## src/rtl/bram_a_pkg.sv

```systemverilog
// Shared defaults and FSM state encoding for the memory-A stream controller.
package bram_a_pkg;

    localparam int unsigned ADDR_W_DEF = 5;
    localparam int unsigned DATA_W_DEF = 32;

    typedef enum logic [1:0] {
        StIdle  = 2'd0,
        StFill  = 2'd1,
        StDrain = 2'd2
    } state_e;

endpackage

```

## src/rtl/bram_a_out_skid.sv

```systemverilog
// Two-entry output FIFO that absorbs the one-cycle RAM read latency.
module bram_a_out_skid
    import bram_a_pkg::*;
#(
    parameter int unsigned DATA_W = DATA_W_DEF
) (
    input  logic              clk_i,
    input  logic              rst_ni,
    input  logic              push_i,
    input  logic [DATA_W-1:0] push_data_i,
    input  logic              pop_i,
    output logic [DATA_W-1:0] head_data_o,
    output logic [1:0]        count_o
);

    logic [DATA_W-1:0] mem_q [2];
    logic [DATA_W-1:0] mem_d [2];
    logic              wr_idx_q, wr_idx_d;
    logic              rd_idx_q, rd_idx_d;
    logic [1:0]        count_q, count_d;

    // Next-state: write at tail on push, advance head on pop; both may happen together.
    always_comb begin
        mem_d    = mem_q;
        wr_idx_d = wr_idx_q;
        rd_idx_d = rd_idx_q;
        if (push_i) begin
            mem_d[wr_idx_q] = push_data_i;
            wr_idx_d        = ~wr_idx_q;
        end
        if (pop_i) begin
            rd_idx_d = ~rd_idx_q;
        end
        count_d = count_q + {1'b0, push_i} - {1'b0, pop_i};
    end

    // State registers; storage is cleared so the head reads 0 out of reset.
    always_ff @(posedge clk_i or negedge rst_ni) begin
        if (!rst_ni) begin
            mem_q[0] <= '0;
            mem_q[1] <= '0;
            wr_idx_q <= 1'b0;
            rd_idx_q <= 1'b0;
            count_q  <= 2'd0;
        end else begin
            mem_q[0] <= mem_d[0];
            mem_q[1] <= mem_d[1];
            wr_idx_q <= wr_idx_d;
            rd_idx_q <= rd_idx_d;
            count_q  <= count_d;
        end
    end

    assign head_data_o = mem_q[rd_idx_q];
    assign count_o     = count_q;

endmodule

```

## src/rtl/bram_a_stream_ctrl.sv

```systemverilog
// Fill memory A from an input stream, then drain it in address order to an output stream.
module bram_a_stream_ctrl
    import bram_a_pkg::*;
#(
    parameter int unsigned ADDR_W = ADDR_W_DEF,
    parameter int unsigned DATA_W = DATA_W_DEF,
    parameter int unsigned DEPTH  = 32
) (
    input  logic              clk,
    input  logic              rst_n,
    input  logic              start,
    output logic              busy,
    output logic              done,
    input  logic              s_valid,
    output logic              s_ready,
    input  logic [DATA_W-1:0] s_data,
    output logic              m_valid,
    input  logic              m_ready,
    output logic [DATA_W-1:0] m_data,
    output logic              ena_A,
    output logic              wea_A,
    output logic [ADDR_W-1:0] addra_A,
    output logic [DATA_W-1:0] dina_A,
    input  logic [DATA_W-1:0] douta_A
);

    // Pointers carry one extra bit so DEPTH == 2**ADDR_W compares without wrapping.
    localparam logic [ADDR_W:0] LastIdx = (ADDR_W + 1)'(DEPTH - 1);
    localparam logic [ADDR_W:0] DepthW  = (ADDR_W + 1)'(DEPTH);
    localparam logic [ADDR_W:0] PtrOne  = (ADDR_W + 1)'(1);

    state_e            state_q, state_d;
    logic [ADDR_W:0]   wr_ptr_q, wr_ptr_d;
    logic [ADDR_W:0]   rd_ptr_q, rd_ptr_d;
    logic [ADDR_W:0]   out_cnt_q, out_cnt_d;
    logic              rd_inflight_q, rd_inflight_d;
    logic              done_q, done_d;

    logic [1:0]        fifo_count;
    logic [DATA_W-1:0] fifo_head;
    logic              pop;
    logic              rd_issue;
    logic [2:0]        occ;

    bram_a_out_skid #(
        .DATA_W (DATA_W)
    ) u_out_skid (
        .clk_i       (clk),
        .rst_ni      (rst_n),
        .push_i      (rd_inflight_q),
        .push_data_i (douta_A),
        .pop_i       (pop),
        .head_data_o (fifo_head),
        .count_o     (fifo_count)
    );

    assign m_valid = (fifo_count != 2'd0);
    assign m_data  = fifo_head;
    assign pop     = m_valid && m_ready;
    // Buffered words plus the read whose data arrives next cycle.
    assign occ     = {1'b0, fifo_count} + {2'b00, rd_inflight_q};

    // FSM next-state, pointer updates and RAM port drive.
    always_comb begin
        state_d       = state_q;
        wr_ptr_d      = wr_ptr_q;
        rd_ptr_d      = rd_ptr_q;
        out_cnt_d     = out_cnt_q;
        rd_inflight_d = 1'b0;
        done_d        = 1'b0;
        rd_issue      = 1'b0;
        s_ready       = 1'b0;
        ena_A         = 1'b0;
        wea_A         = 1'b0;
        addra_A       = '0;
        dina_A        = '0;
        unique case (state_q)
            StIdle: begin
                if (start) begin
                    state_d   = StFill;
                    wr_ptr_d  = '0;
                    rd_ptr_d  = '0;
                    out_cnt_d = '0;
                end
            end
            StFill: begin
                s_ready = 1'b1;
                ena_A   = s_valid;
                wea_A   = s_valid;
                addra_A = wr_ptr_q[ADDR_W-1:0];
                dina_A  = s_data;
                if (s_valid) begin
                    wr_ptr_d = wr_ptr_q + PtrOne;
                    if (wr_ptr_q == LastIdx) begin
                        state_d = StDrain;
                    end
                end
            end
            StDrain: begin
                // A same-cycle pop frees a slot, which keeps 1 word/cycle under m_ready=1.
                rd_issue = (rd_ptr_q < DepthW) &&
                           ((occ < 3'd2) || (pop && (occ < 3'd3)));
                if (rd_issue) begin
                    ena_A         = 1'b1;
                    addra_A       = rd_ptr_q[ADDR_W-1:0];
                    rd_ptr_d      = rd_ptr_q + PtrOne;
                    rd_inflight_d = 1'b1;
                end
                if (pop) begin
                    out_cnt_d = out_cnt_q + PtrOne;
                    if (out_cnt_q == LastIdx) begin
                        state_d = StIdle;
                        done_d  = 1'b1;
                    end
                end
            end
            default: begin
                state_d = StIdle;
            end
        endcase
    end

    // State and pointer registers.
    always_ff @(posedge clk or negedge rst_n) begin
        if (!rst_n) begin
            state_q       <= StIdle;
            wr_ptr_q      <= '0;
            rd_ptr_q      <= '0;
            out_cnt_q     <= '0;
            rd_inflight_q <= 1'b0;
            done_q        <= 1'b0;
        end else begin
            state_q       <= state_d;
            wr_ptr_q      <= wr_ptr_d;
            rd_ptr_q      <= rd_ptr_d;
            out_cnt_q     <= out_cnt_d;
            rd_inflight_q <= rd_inflight_d;
            done_q        <= done_d;
        end
    end

    assign busy = (state_q != StIdle);
    assign done = done_q;

endmodule
```

## config.mk

```make
export PLATFORM = sky130hd
export DESIGN_NAME = bram_a_stream_ctrl
export DESIGN_NICKNAME = d
export VERILOG_FILES = /design/src/rtl/bram_a_pkg.sv /design/src/rtl/bram_a_out_skid.sv /design/src/rtl/bram_a_stream_ctrl.sv
export SDC_FILE = /design/constraint.sdc
export NUM_CORES = 1
export LEC_CHECK = 0
export BUFFER_PORTS_ARGS = -buffer_cell sky130_fd_sc_hd__buf_2
export CORE_UTILIZATION = 52
export DETAILED_ROUTE_END_ITERATION = 7
export GPL_ROUTABILITY_DRIVEN = 0
export PLACE_DENSITY = 0.81
export SYNTH_ARGS = -nofsm -noshare
export SYNTH_HDL_FRONTEND = slang
export SYNTH_SLANG_ARGS = --single-unit
```

## constraint.sdc

```tcl
create_clock -name clk -period 3 [get_ports clk]
set_clock_uncertainty 0.15 [all_clocks]
set_input_delay 0.6 -clock clk [delete_from_list [all_inputs] [get_ports clk]]
set_output_delay 0.6 -clock clk [all_outputs]
set_load 0.01 [all_outputs]
```

==> summary.txt, run 1 <==
run status = complete, no violations
part of the power in combinational logic = 0.502
DR vias = 3409
Worst Tran Pin Value = 0.633 ns
largest net degree at the start of global routing = 50
Residual DRC = 0
post-DR vias/cell = 5.39
reg2reg start = u_out_skid.count_o[0]$_DFF_PN0_
terminus of the critical flop-to-flop path = rd_ptr_q[0]$_DFFE_PN0P_
Switching Power = 2150 uW
Crit. End Element = primary output
Final setup viols = 0
die height = 96.2 um
antenna violations before repair = 1
Sw Ratio = 0.369
period utilization = 0.957
Cell variety after synth = 50
hold_ws = 0.116 ns
Cell Int Power = 3680 uW
H-tree depth = 3
global route total overflow = 0
clk slew on worst S/H paths = 0.09 ns
Post-synth EDFFs = 0
most frequent cells in the layout = 142 x buf_2, 97 x mux2_2, 90 x dfrtp_1, 35 x and2_1, 14 x inv_1
fill count = 686
Port Buffers = 143
CP delay by family, top = compound AO/OA/AOI/OAI gates
min-delay worst type = input pin to asynchronous set/reset pin
first-pass GRT wire length = 15.7 mm
Critical Path Slowest Stage Cell = dfrtp_1
Setup Total Neg Slack = 0 ns
synth top area cells = dfrtp_1 49%, mux2_2 24%, and2_1 4.7%
Worst setup SP type = register
clock root cell = clkbuf_8
DRT antenna net count = 0
ys async rst share = 1.00
clock buffer depth = 2
Hold Vio Cnt, Final = 0
iteration count of the initial detailed-routing pass = 4
CTS tree = yes
DP HPWL = 7.12 mm
cell taking the most area after synthesis = dfrtp_1
clock power share = 0.142
crit path time final = 2.87 ns
multi-input logic area = 2220 sq um
Max Cap Viol = 0
fmax = 348 MHz
initial cell density of the core = 0.532
Rel. slew slack = 0.578
Crit Path Category = register to primary output
most common cell after layout, fill and taps aside = buf_2
R2R cell count = 9
PD cells = 1020 nW/um^2
yosys warns = 0
CTS buffer count = 9
share of cells above drive strength 1 = 0.540
CP cell instances = ha_2 > inv_1 > ha_1 > a211o_1 > o22ai_2 > and2_4 > a32o_1 > buf_2
core footprint = 8680 sq um
Seq. cell area = 2250 sq um
leakage power = 0.00271 uW
Skew-Pair Late Insertion Delay = 0.35 ns
R2R setup slack = 0.66 ns
CP Buf/Inv Count = 2
Post-Syn Area = 4620 sq um
Placed Instances = 613
IR drop worst, VDD = 0.500 mV
gate count of the mapped netlist = 375
wirelength, routed = 9.96 mm
row count = 34
Synth Area per Inst = 12.3 sq um
sequential area share after synthesis = 0.488
syn_nets = 456
WP data arrival = 2.12 ns
fin nets = 600
Worst Path Required = 2.25 ns
Reg power frac = 0.356
Core Util, Final = 0.656
initial drt markers = 110
Critical Path Stages = 8
drt wl/cell = 15.7 um
Max Transition Viols Final = 0
prevailing post-synth register cell = dfrtp_1
Layout area overhead = 23.3%
critical path peak fanout = 6
vias in the first global route = 3402
Seq cells post-synth = 90
top cell type's share of synthesized area = 0.488
IO Pins = 144
Die X-Extent = 96.2 um
Total GRT Usage = 0.225
Pwr Total = 5820 uW
Post-Layout Cell Count = 633
Die Footprint = 9260 sq um
Max stage delay on crit path = 0.37 ns
CTS Sinks = 90
[sequential cells by signal (all words and copies together) (netlist names), 2 cells and up]
register,count
u_out_skid.mem_q,64
out_cnt_q,6
rd_ptr_q,6
wr_ptr_q,6
state_q,2
u_out_skid.count_o,2
[synth_stat cells, types with 2 or more instances]
| cell type | count |
|---|---|
| mux2_2 | 97 |
| dfrtp_1 | 90 |
| and2_1 | 35 |
| inv_1 | 14 |
| ha_1 | 12 |
| nand2_1 | 12 |
| clkbuf_1 | 10 |
| a22o_1 | 9 |
| nor2_1 | 9 |
| buf_2 | 8 |
| nand3_1 | 8 |
| o21ai_0 | 7 |
| xnor2_1 | 7 |
| a32o_1 | 4 |
| and3_1 | 4 |
| nand2b_1 | 4 |
| buf_1 | 3 |
| nor2b_1 | 3 |
| o211ai_1 | 3 |
| a2111oi_2 | 2 |
| a21oi_1 | 2 |
| a31oi_1 | 2 |
| mux2_1 | 2 |
| or2_2 | 2 |
[power groups by stage]
stage	clock network (uW)	logic, uW	registers, uW
2_1_floorplan	0	2060	1980
3_3_place_gp	0	2780	2050
3_5_place_dp	0	2880	2110
4_1_cts	853	2930	2080
5_1_grt	900	3240	2160
6_report	829	2920	2070
[metal layers]
layer	wire length, um	global-route usage	vias to the layer above
met1	3990	0.238	1655
met3	641	0.0553	16
li1	-	-	1608
met5	0	0	-
met4	199	0.0995	0
met2	5120	0.418	130
[layout make-up]
class                           instances  share of cell area
Timing Repair Buffer                  156               0.145
Inverter                               14             0.00923
Sequential cell                        90               0.395
Tap cell                              108              0.0237
Clock buffer                           10              0.0224
Multi-Input combinational cell        248               0.391
Antenna cell                            1            0.000439
Clock inverter                          6              0.0127
[logic make-up after synthesis]
kind of cell | synth area share
buf+inv | 0.0347
mux | 0.247
compound gates | 0.0778
flops | 0.488
xor+xnor | 0.0152
fa+ha+maj | 0.0325
simple gates | 0.106
[how the worst max path moves through the flow]
stage	end	slack [ns]	startpoint
5_1_grt	addra_A[1]	-0.02	u_out_skid.count_o[0]$_DFF_PN0_
4_1_cts	addra_A[4]	0.0008	u_out_skid.count_o[0]$_DFF_PN0_
3_5_place_dp	addra_A[4]	0.18	rd_inflight_q$_DFF_PN0_
3_3_place_gp	addra_A[4]	0.27	rd_inflight_q$_DFF_PN0_
2_1_floorplan	addra_A[2]	0.44	rd_inflight_q$_DFF_PN0_
6_report	addra_A[4]	0.13	u_out_skid.count_o[0]$_DFF_PN0_
[stage by stage]
stage	cell area (sq um)	setup WS (ns)
after detailed placement	5460	0.176
after floorplan	4620	0.441
after CTS	5680	0.000806
final	5700	0.128
after global routing	5700	-0.0176
after global placement	5460	0.273
[repair_timing]
action	in CTS	in global routing
hold buffers	0	0
pin swaps	0	2
gates cloned	0	0
setup endpoints to repair	6	6
setup buffers	2	1
resized for setup	3	2
Power figures use the tool's default switching activity.
==> run 2: changes to the inputs <==
--- a/config.mk
+++ b/config.mk
@@ -5,11 +5,11 @@
 export SDC_FILE = /design/constraint.sdc
 export NUM_CORES = 1
 export LEC_CHECK = 0
-export BUFFER_PORTS_ARGS = -buffer_cell sky130_fd_sc_hd__buf_2
-export CORE_UTILIZATION = 52
+export CORE_UTILIZATION = 63
 export DETAILED_ROUTE_END_ITERATION = 7
+export DONT_BUFFER_PORTS = 1
 export GPL_ROUTABILITY_DRIVEN = 0
-export PLACE_DENSITY = 0.81
+export PLACE_DENSITY = 0.79
 export SYNTH_ARGS = -nofsm -noshare
 export SYNTH_HDL_FRONTEND = slang
 export SYNTH_SLANG_ARGS = --single-unit
==> summary.txt, run 2 (synthesized netlist as in run 1, its figures left out) <==
run status = complete, no violations
Residual DRC = 0 (unchanged)
critical path peak fanout = 5 (-1)
crit path launch = u_out_skid.count_o[0]$_DFF_PN0_
most frequent cells in the layout = 97 x mux2_2, 90 x dfrtp_1, 35 x and2_1, 14 x inv_1
clock buffer depth = 2 (unchanged)
period utilization = 0.961 (+0.00392)
clk slew on worst S/H paths = 0.09 ns (about the same)
Crit. End Element = primary output
terminus of the critical flop-to-flop path = rd_ptr_q[3]$_DFFE_PN0P_
hold_ws = 0.00532 ns (-0.110 ns)
Port Buffers = 0 (-100%)
CTS buffer count = 9 (unchanged)
global route total overflow = 0 (unchanged)
Worst Path Required = 2.25 ns (about the same)
Skew-Pair Late Insertion Delay = 0.35 ns (about the same)
DR vias = 2902 (-15%)
Final Instance Area = 5060 sq um (-11%)
largest reg by FF count = u_out_skid.mem_q
CTS tree = yes
initial drt markers = 122 (+11%)
Max Cap Viol = 0 (unchanged)
Worst Tran Pin Value = 0.869 ns (+0.236 ns)
Worst setup SP type = register
PD cells = 1120 nW/um^2 (+9.2%)
crit path time final = 2.88 ns (+0.0118 ns)
Total GRT Usage = 0.235 (+0.0100)
R2R setup slack = 0.65 ns (about the same)
row count = 30 (-12%)
CTS Sinks = 90 (unchanged)
core footprint = 6940 sq um (-20%)
Setup Total Neg Slack = 0 ns (unchanged)
leakage power = 0.00215 uW (-21%)
WP data arrival = 2.13 ns (about the same)
Rel. slew slack = 0.409 (-0.169)
first-pass GRT wire length = 13.6 mm (-13%)
most common cell after layout, fill and taps aside = mux2_2
Layout area overhead = 9.56%
wirelength, routed = 8.93 mm (-10%)
share of cells above drive strength 1 = 0.369 (-0.171)
min-delay worst type = input pin to asynchronous set/reset pin
initial cell density of the core = 0.665 (+0.133)
IO Pins = 144 (unchanged)
max reg flops = 64 (unchanged)
fill count = 487 (-29%)
post-DR vias/cell = 6.05 (+12%)
placed cell area = 4720 sq um (-14%)
R2R cell count = 5 (-4)
pre-CTS setup slack = 0.287 ns (+0.111 ns)
final worst slack = 0.116 ns (-0.0118 ns)
iteration count of the initial detailed-routing pass = 4 (unchanged)
drt wl/cell = 18.6 um (+18%)
reg2reg start = state_q[0]$_DFFE_PN0P_
Post-Layout Cell Count = 480 (-24%)
Placed Instances = 457 (-25%)
Crit Path Category = register to primary output
Max Transition Viols Final = 0 (unchanged)
Critical Path Sink = addra_A[2]
Die Footprint = 7680 sq um (-17%)
antenna violations before repair = 2 (+1)
largest net degree at the start of global routing = 91 (+82%)
Hold Vio Cnt, Final = 0 (unchanged)
fin nets = 458 (-24%)
fmax = 347 MHz (-0.41%)
Final setup viols = 0 (unchanged)
vias in the first global route = 2794 (-18%)
Die X-Extent = 87.6 um (-9.0%)
DP HPWL = 6.16 mm (-13%)
H-tree depth = 3 (unchanged)
IR drop worst, VDD = 0.695 mV (+39%)
clock root cell = clkbuf_8
die height = 87.6 um (-9.0%)
DRT antenna net count = 0 (unchanged)
-- run 2: layout make-up --
cell class,count,area [sq um],share of cell area
timing repair buffer,14,138,0.0272
clock buffer,9,124,0.0245
multi-input combinational,248,2220,0.439
tap,96,120,0.0237
antenna,2,5.00,0.000989
inverter,14,52.6,0.0104
clock inverter,7,148,0.0292
sequential,90,2250,0.445
-- run 2: worst min path at each step --
| stage | startpoint | to | slack, ns | cells past startpoint |
|---|---|---|---|---|
| final | rst_n | u_out_skid.mem_q[25]$_DFFE_PN0P_ | 0.005 | 1 |
| after floorplan | rst_n | done$_DFF_PN0_ | 0.15 | 0 |
| after detailed placement | rst_n | u_out_skid.mem_q[25]$_DFFE_PN0P_ | 0.16 | 0 |
| after global placement | rst_n | u_out_skid.mem_q[25]$_DFFE_PN0P_ | 0.16 | 0 |
| after CTS | rst_n | u_out_skid.mem_q[54]$_DFFE_PN0P_ | 0.01 | 1 |
| after global routing | rst_n | u_out_skid.mem_q[58]$_DFFE_PN0P_ | 0.02 | 1 |
-- run 2: metrics by stage --
step | power (uW) | utilization
2_1_floorplan | 4040 | -
3_3_place_gp | 4410 | 0.679
3_5_place_dp | 4500 | 0.679
4_1_cts | 5640 | 0.724
5_1_grt | 5990 | 0.729
6_report | 5650 | 0.729
-- run 2: routing by layer --
layer | up-vias | track usage | share of wire
met5 | - | 0 | 0
met4 | 0 | 0.124 | 0.024
met3 | 14 | 0.0481 | 0.062
met2 | 107 | 0.391 | 0.49
met1 | 1453 | 0.290 | 0.42
li1 | 1328 | - | -
-- run 2: timing repair --
item / CTS / global route
setup endpoints to repair: 6 / 6
resized for setup: 1 / 2
hold endpoints to repair: 90 / 0
pin swaps: 0 / 0
setup buffers: 1 / 3
gates cloned: 0 / 0
hold buffers: 1 / 0
-- run 2: worst max-delay path, cell delays in order, from the launching register on --
cell	delay, ns
dfrtp_1	0.39
ha_1	0.18
inv_1	0.05
ha_1	0.29
a211o_1	0.27
o22ai_2	0.11
buf_4	0.16
a32oi_1	0.10
nor2b_1	0.23
-- run 2: power breakdown --
| group | internal (uW) | total, uW | switching (uW) |
|---|---|---|---|
| sequential | 1750 | 2090 | 335 |
| clock | 646 | 1080 | 435 |
| combinational | 1220 | 2480 | 1260 |
| total | 3620 | 5650 | 2030 |
==> run 3: changes to the inputs <==
--- a/config.mk
+++ b/config.mk
@@ -5,11 +5,12 @@
 export SDC_FILE = /design/constraint.sdc
 export NUM_CORES = 1
 export LEC_CHECK = 0
-export CORE_UTILIZATION = 63
+export CAP_MARGIN = 10
+export CORE_UTILIZATION = 57
 export DETAILED_ROUTE_END_ITERATION = 7
 export DONT_BUFFER_PORTS = 1
 export GPL_ROUTABILITY_DRIVEN = 0
-export PLACE_DENSITY = 0.79
+export PLACE_DENSITY = 0.75
 export SYNTH_ARGS = -nofsm -noshare
 export SYNTH_HDL_FRONTEND = slang
 export SYNTH_SLANG_ARGS = --single-unit
==> constraint.sdc (replaced) <==
create_clock -name clk -period 2.6 [get_ports clk]
set_clock_uncertainty 0.15 [all_clocks]
set_input_delay 0.52 -clock clk [delete_from_list [all_inputs] [get_ports clk]]
set_output_delay 0.52 -clock clk [all_outputs]
set_load 0.01 [all_outputs]
==> summary.txt, run 3 (synthesized netlist as in run 1, its figures left out) <==
fill count = 590 (+21%)
hold_ws = -0.292 ns (-0.298 ns)
Worst Tran Pin Value = 0.920 ns (+0.0509 ns)
most common cell after layout, fill and taps aside = mux2_2
CP cell instances = ha_2 > inv_2 > ha_4 > a211o_1 > o22ai_2 > buf_4 > a32oi_1 > nor2b_1
crit path time final = 2.70 ns
placed cell area = 4720 sq um (about the same)
Total GRT Usage = 0.225 (-0.00934)
Crit Path Category = register to primary output
global route total overflow = 0 (unchanged)
Max stage delay on crit path = 0.40 ns (about the same)
Setup Total Neg Slack = -0.353 ns (-0.353 ns)
largest net degree at the start of global routing = 91 (unchanged)
CTS tree = yes
core footprint = 7770 sq um (+12%)
IO Pins = 144 (unchanged)
final worst slack = -0.104 ns (-0.220 ns)
first-pass GRT wire length = 14.7 mm (+8.3%)
Final Instance Area = 5040 sq um (-0.30%)
iteration count of the initial detailed-routing pass = 4 (unchanged)
CTS buffer count = 9 (unchanged)
Max Cap Viol = 0 (unchanged)
Residual DRC = 0 (unchanged)
leakage power = 0.00215 uW (about the same)
Critical Path Stages = 8 (unchanged)
most frequent cells in the layout = 97 x mux2_2, 90 x dfrtp_1, 35 x and2_1, 14 x buf_4, 13 x inv_1
row count = 32 (+6.7%)
fin nets = 459 (+0.22%)
Placed Instances = 464 (+1.5%)
share of cells above drive strength 1 = 0.394 (+0.0251)
IR drop worst, VDD = 0.569 mV (-18%)
R2R cell count = 5 (unchanged)
Max Transition Viols Final = 0 (unchanged)
max reg flops = 64 (unchanged)
H-tree depth = 3 (unchanged)
DRT antenna net count = 0 (unchanged)
fmax = 370 MHz
CP Buf/Inv Count = 2 (unchanged)
DR vias = 2890 (-0.41%)
clock root cell = clkbuf_8
critical path peak fanout = 2 (-3)
antenna violations before repair = 1 (-1)
vias in the first global route = 3003 (+7.5%)
period utilization = 1.04
Final setup viols = 6 (+6)
Hold Vio Cnt, Final = 90 (+90)
CP delay by family, top = compound AO/OA/AOI/OAI gates
largest reg by FF count = u_out_skid.mem_q
wirelength, routed = 9.14 mm (+2.4%)
post-DR vias/cell = 5.95 (-1.6%)
Critical Path Slowest Stage Cell = dfrtp_1
failing checks = negative hold slack, negative setup slack
Layout area overhead = 9.24%
Worst setup SP type = register
Rel. slew slack = 0.374 (-0.0346)
PD cells = 1260 nW/um^2 (+13%)
Post-Layout Cell Count = 486 (+1.3%)
Port Buffers = 0 (unchanged)
CTS Sinks = 90 (unchanged)
initial drt markers = 102 (-16%)
Seq. cell area = 2250 sq um (unchanged)
Die X-Extent = 92.0 um (+5.0%)
WP data arrival = 2.03 ns (-0.10 ns)
RSZ-0062 raised after global routing = true
Skew-Pair Late Insertion Delay = 0.35 ns (about the same)
Die Footprint = 8470 sq um (+10%)
Worst Path Required = 1.93 ns (-0.32 ns)
Crit. End Element = primary output
run status = finished, violations left
die height = 92.0 um (+5.0%)
pre-CTS setup slack = 0.0271 ns (-0.260 ns)
DP HPWL = 6.27 mm (+1.7%)
drt wl/cell = 18.8 um (+1.2%)
multi-input logic area = 2260 sq um (+1.6%)
clk slew on worst S/H paths = 0.09 ns (about the same)
Pwr Total = 6350 uW (+12%)
min-delay worst type = input pin to asynchronous set/reset pin
initial cell density of the core = 0.595 (-0.0705)
clock buffer depth = 2 (unchanged)
[run 3: cell types whose count changed in the layout (fill, tap and decap cells not counted), sizes merged]
| cell | before | now |
|---|---|---|
| bufinv | 4 | 2 |
| clkbuf | 9 | 11 |
| buf | 14 | 15 |
| clkinv | 0 | 1 |
| diode | 2 | 1 |
| inv | 16 | 15 |
[run 3: through the flow]
step                 util  hold WS (ns)
global route        0.649        -0.328
detailed placement  0.608        0.0764
global placement    0.608        0.0766
finish              0.649        -0.292
CTS                 0.646        -0.312
floorplan               -        0.0744
[run 3: routing by layer]
metal  share of wire  vias to the layer above  track usage
li1                -                     1330            -
met1            0.41                     1433        0.266
met2            0.50                      117        0.388
met3           0.072                       10       0.0663
met4           0.016                        0       0.0833
met5               0                        -            0
[run 3: power by group]
group          internal (uW)  switching, uW
registers               2020            345
logic                   1410           1480
clock network            599            494
total                   4030           2320
[run 3: area by class of cell]
type                       count  area share
tap                          102      0.0253
inverter                      14      0.0104
antenna                        1    0.000496
sequential                    90       0.446
timing repair buffer          15      0.0231
clock inverter                 5      0.0169
clock buffer                  11      0.0300
multi-input combinational    248       0.447
[run 3: timing repair]
item / CTS / global route
pin swaps: 9 / 3
gates resized for setup: 12 / 3
hold endpoints to repair: 90 / 90
endpoints found under the setup margin: 6 / 7
gates cloned: 0 / 0
setup buffers: 4 / 1
[run 3: path summary, 6_finish.rpt]
check / start / slack (ns) / end
max: rd_inflight_q$_DFF_PN0_ / -0.10 / addra_A[2]
min: rst_n / -0.29 / u_out_skid.mem_q[30]$_DFFE_PN0P_
max reg2reg: state_q[1]$_DFFE_PN0P_ / 0.19 / rd_ptr_q[3]$_DFFE_PN0P_
min reg2reg: u_out_skid.rd_idx_q$_DFFE_PN0P_ / 0.32 / u_out_skid.rd_idx_q$_DFFE_PN0P_
max in group asynchronous: rst_n / 2.42 / u_out_skid.mem_q[59]$_DFFE_PN0P_
min in group clk: douta_A[6] / 0.16 / u_out_skid.mem_q[38]$_DFFE_PN0P_
[run 3: worst reg2reg max path, cell delays in order (launching register included)]
cell,delay (ns)
dfrtp_1,0.38
inv_1,0.12
ha_1,0.35
mux2i_2,0.83
and3b_1,0.26
a211oi_1,0.23
